### src/rtl/rvfi_shadow_regfile.sv
// Shadow architectural register file.
// Two async read ports, one sync write port, x0 fixed at zero.
module rvfi_shadow_regfile (
  input  logic        clk_i,
  input  logic        rst_i,
  input  logic        we_i,
  input  logic [4:0]  waddr_i,
  input  logic [31:0] wdata_i,
  input  logic [4:0]  raddr1_i,
  output logic [31:0] rdata1_o,
  input  logic [4:0]  raddr2_i,
  output logic [31:0] rdata2_o
);

  logic [31:0] regs_q [32];

  // Clear on reset; retire writes except to x0.
  always_ff @(posedge clk_i) begin
    if (rst_i) begin
      for (int i = 0; i < 32; i++) begin
        regs_q[i] <= '0;
      end
    end else if (we_i && (waddr_i != 5'd0)) begin
      regs_q[waddr_i] <= wdata_i;
    end
  end

  assign rdata1_o = (raddr1_i == 5'd0) ? '0 : regs_q[raddr1_i];
  assign rdata2_o = (raddr2_i == 5'd0) ? '0 : regs_q[raddr2_i];

endmodule

### config.mk
export PLATFORM = sky130hd
export DESIGN_NAME = rvfi_shadow_regfile
export DESIGN_NICKNAME = d
export VERILOG_FILES = /design/src/rtl/rvfi_shadow_regfile.sv
export SDC_FILE = /design/constraint.sdc
export NUM_CORES = 2
export LEC_CHECK = 0
export BUFFER_PORTS_ARGS = -buffer_cell sky130_fd_sc_hd__buf_2
export CORE_MARGIN = 2
export CORE_UTILIZATION = 35
export DETAILED_ROUTE_END_ITERATION = 12
export GPL_TIMING_DRIVEN = 0
export PLACE_DENSITY = 0.48
export SYNTH_ARGS = -nofsm -noshare
export SYNTH_HDL_FRONTEND = slang
export SYNTH_SLANG_ARGS = --single-unit
### constraint.sdc
create_clock -name clk_i -period 2.1 [get_ports clk_i]
set_input_delay 0.21 -clock clk_i [delete_from_list [all_inputs] [get_ports clk_i]]
set_output_delay 0.21 -clock clk_i [all_outputs]
set_load 0.05 [all_outputs]
==> PnR_summary.wiki <==
{| class="wikitable"
! Metric !! Value
|-
| Outcome || complete, but fails checks
|-
| Failing checks || negative setup slack
|-
| Unique cell type count in the Yosys netlist || 42
|-
| Synthesized instance count || 3502
|-
| Main flop type after synthesis || sky130_fd_sc_hd__edfxtp_1
|-
| H-Tree Depth || 3
|-
| Cells traversed along the worst timing path || buf_4, mux4_2, mux4_2, o22ai_4, nor3_4, buf_6
|-
| Endpoint kind of the worst setup timing path || output pin
|-
| Share of synthesized area occupied by flip-flops and latches || 0.567
|-
| Final standard cell area without fillers || 66600 um^2
|-
| Sink count of the clock tree || 1024
|-
| Growth of design area from synthesis to finish || 22.8%
|-
| Maximum number of pins on one net before global-route repair || 33
|-
| Setup violation total in the final timing report || 445
|-
| Count of input and output buffers || 107
|-
| CTS tree || built
|-
| Remaining DRCs || 0
|-
| Fraction of synthesis flops using an asynchronous set or reset pin || 0
|-
| Global-route wire length before repair || 325 mm
|-
| Path type of the worst setup path || register to output pin
|-
| Max-cap check violation count || 0
|-
| Mean post-synth cell area || 15.5 um^2
|-
| Type of element launching the critical path || register
|-
| Dominant cell type by count on the critical path || sky130_fd_sc_hd__mux4_2
|-
| Detail-routed via count per cell || 5.99
|-
| Unrepaired setup endpoints after global routing || yes
|-
| Clock-pin slew of the registers on the worst-case setup and hold paths || 0.06 ns
|-
| Worst slew pin tran || 1.35 ns
|-
| Worst relative slew slack || 0.103
|-
| Setup slack at placement || -2.03 ns
|-
| Worst EP required || 1.89 ns
|-
| Number of global-route vias before repair || 35900
|-
| Final design utilization || 0.432
|-
| Number of antenna violations at the first check in global routing || 9
|-
| DR vias || 36100
|-
| Post-Syn Area || 54300 um^2
|-
| DRT Pass-1 Iters || 6
|-
| PD cells || 827 nW/um^2
|-
| Total track usage || 0.309
|-
| Portion of synthesized cell area occupied by the leading cell type || 0.567
|-
| Flop and latch count out of synthesis || 1024
|-
| Cts bufs inserted || 120
|-
| Floorplan die area || 158000 um^2
|-
| Final setup TNS || -74.94 ns
|-
| Data arrival, critical path || 2.84 ns
|-
| Register bank with the most flops || regs_q
|-
| Overflow left after global routing || 0
|-
| Final antenna-violating net count || 0
|-
| Clock tree buffer depth || 3
|-
| DIE WIDTH || 398 um
|-
| I/O pins || 114
|-
| Max-slew violations || 0
|-
| Routed length per placed instance || 40.9 um
|-
| Final min period || 3.05 ns
|-
| Y dimension of the die || 398 um
|-
| Post-layout worst setup margin || -0.953 ns
|-
| Static leakage || 0.0226 uW
|-
| Ratio of cells with drive above 1 in the final layout || 0.344
|-
| Tcrit/Tclk final || 1.45
|-
| Sum of routed wire length over all layers || 247 mm
|-
| Delay of the slowest cell on the worst path || 0.62 ns
|-
| Number of enable flip-flop cells after synthesis || 1024
|-
| Largest registers || regs_q (1024)
|-
| Ranking of synthesized cells by area || sky130_fd_sc_hd__edfxtp_1 57%, sky130_fd_sc_hd__mux4_2 20%, sky130_fd_sc_hd__and2_1 11%
|-
| Final Hold Violating Endpoints || 0
|-
| Starting Density || 0.352
|-
| Maximum fanout along the worst path || 2
|-
| Max Freq || 0.328 GHz
|-
| GP Congestion || 0.906
|-
| Placement Cell Area || 59700 um^2
|-
| DP HPWL || 165 mm
|-
| Max FFs per register || 1024
|-
| Cell at the slowest stage of the critical path || sky130_fd_sc_hd__mux4_2
|-
| Worst supply voltage drop on vdd || 0.000688 V
|-
| Std cell rows || 144
|-
| Starting DRT DRC Count || 4450
|-
| Post-synthesis cell type with the largest combined area || sky130_fd_sc_hd__edfxtp_1
|-
| Type of the most critical hold path || input port to register
|-
| Tightest hold margin || 0.289 ns
|-
| Area of the placeable core || 154000 um^2
|-
| Root buffer cell || sky130_fd_sc_hd__clkbuf_16
|-
| Nets || 3930
|-
| Synth warnings || 0
|}
## cell type report
| class | instances | area [um^2] |
|---|---|---|
| Antenna cell | 7 | 17.5 |
| Buffer | 385 | 2500 |
| Clock buffer | 145 | 3140 |
| Clock inverter | 77 | 820 |
| Fill cell | 13800 | 87400 |
| Inverter | 2 | 7.51 |
| Multi-Input combinational cell | 2134 | 24900 |
| Sequential cell | 1024 | 30700 |
| Tap cell | 2044 | 2560 |
| Timing Repair Buffer | 213 | 1880 |
## stage by stage
stage / power [uW] / std cells
6_report: 55100 / 6031
5_1_grt: 56100 / 6024
3_5_place_dp: 32700 / 5685
2_1_floorplan: 29400 / 3533
4_1_cts: 55000 / 5991
3_3_place_gp: 32700 / 5684
## synthesized netlist by cell type, drive strengths merged, types with 4 or more instances
cell / n
edfxtp: 1024
and2: 995
mux4: 472
clkbuf: 271
mux2i: 150
buf: 116
o22ai: 103
a2111oi: 55
nor3: 54
a22o: 51
nor2: 36
or2: 33
mux2: 30
a22oi: 16
nor2b: 14
a21oi: 12
a211oi: 7
nand2: 7
nor4: 6
nand2b: 5
nand3: 5
nand3b: 5
a221oi: 4
a32o: 4
o21ai: 4
or3b: 4
## cell usage in the layout, fill, tap and decap left out, types with 10 or more instances in the layout
cell,count
sky130_fd_sc_hd__buf_12,14
sky130_fd_sc_hd__clkinv_2,22
sky130_fd_sc_hd__buf_4,105
sky130_fd_sc_hd__or2_4,40
sky130_fd_sc_hd__mux2i_4,10
sky130_fd_sc_hd__nor2_4,12
sky130_fd_sc_hd__bufinv_16,18
sky130_fd_sc_hd__mux2i_1,123
sky130_fd_sc_hd__nor2b_1,13
sky130_fd_sc_hd__a22o_4,18
sky130_fd_sc_hd__nor2_2,12
sky130_fd_sc_hd__mux2i_2,17
sky130_fd_sc_hd__clkbuf_16,125
sky130_fd_sc_hd__a22o_1,30
sky130_fd_sc_hd__conb_1,32
sky130_fd_sc_hd__o22ai_1,47
sky130_fd_sc_hd__clkbuf_2,42
sky130_fd_sc_hd__o22ai_2,18
sky130_fd_sc_hd__mux2_2,29
sky130_fd_sc_hd__clkinv_1,32
sky130_fd_sc_hd__a22oi_1,16
sky130_fd_sc_hd__buf_8,24
sky130_fd_sc_hd__buf_2,69
sky130_fd_sc_hd__clkbuf_4,26
sky130_fd_sc_hd__and2_1,994
sky130_fd_sc_hd__o22ai_4,38
sky130_fd_sc_hd__dlygate4sd3_1,32
sky130_fd_sc_hd__edfxtp_1,1024
sky130_fd_sc_hd__clkbuf_1,211
sky130_fd_sc_hd__mux4_2,472
sky130_fd_sc_hd__buf_6,86
sky130_fd_sc_hd__a2111oi_4,55
sky130_fd_sc_hd__nor2_1,12
sky130_fd_sc_hd__nor3_4,52
## repair_timing
item                                    4_1_cts  5_1_grt
pin swaps                                   128       53
endpoints found under the setup margin     1273      586
endpoints found under the hold margin        32        0
resized for setup                           444       68
hold buffers                                 32        0
setup buffers                                43       30
gates cloned                                 11        3
## final timing paths
kind / endpoint / depth (start not counted) / start
setup / recovery: rdata1_o[8] / 6 / regs_q[31][8]$_SDFFCE_PN0P_
hold / removal: regs_q[4][31]$_SDFFCE_PN0P_ / 4 / waddr_i[2]
## per-layer routing
metal  global-route usage  part of all wire
met1                0.416              0.41
met5                    0          0.000049
met2                0.480              0.45
met4                0.124             0.046
met3               0.0757             0.089
## logic make-up (layout without fill, tap and decap cells)
| group | count (synthesis) | in the layout | synth area share |
|---|---|---|---|
| other | 1 | 39 | 0.0000691 |
| and+or+nand+nor | 1177 | 1191 | 0.133 |
| muxes | 652 | 652 | 0.230 |
| DFF | 1024 | 1024 | 0.567 |
| buffers and inverters | 389 | 822 | 0.0335 |
| AOI/OAI and AO/OA | 259 | 259 | 0.0365 |
## power by group
group / switching, uW / internal, uW
registers: 609 / 23600
logic: 5620 / 3450
clock network: 9050 / 12700
total: 15300 / 39800
## worst max-delay path: cells and delay by family, from the launching register on
kind | cells | cell delay [ns]
AO/OA/AOI/OAI | 1 | 0.19
flip-flops | 1 | 0.42
buffers and inverters | 2 | 0.33
multiplexers | 2 | 1.09
AND/OR/NAND/NOR | 1 | 0.07
(Power assumes the default switching activity.)
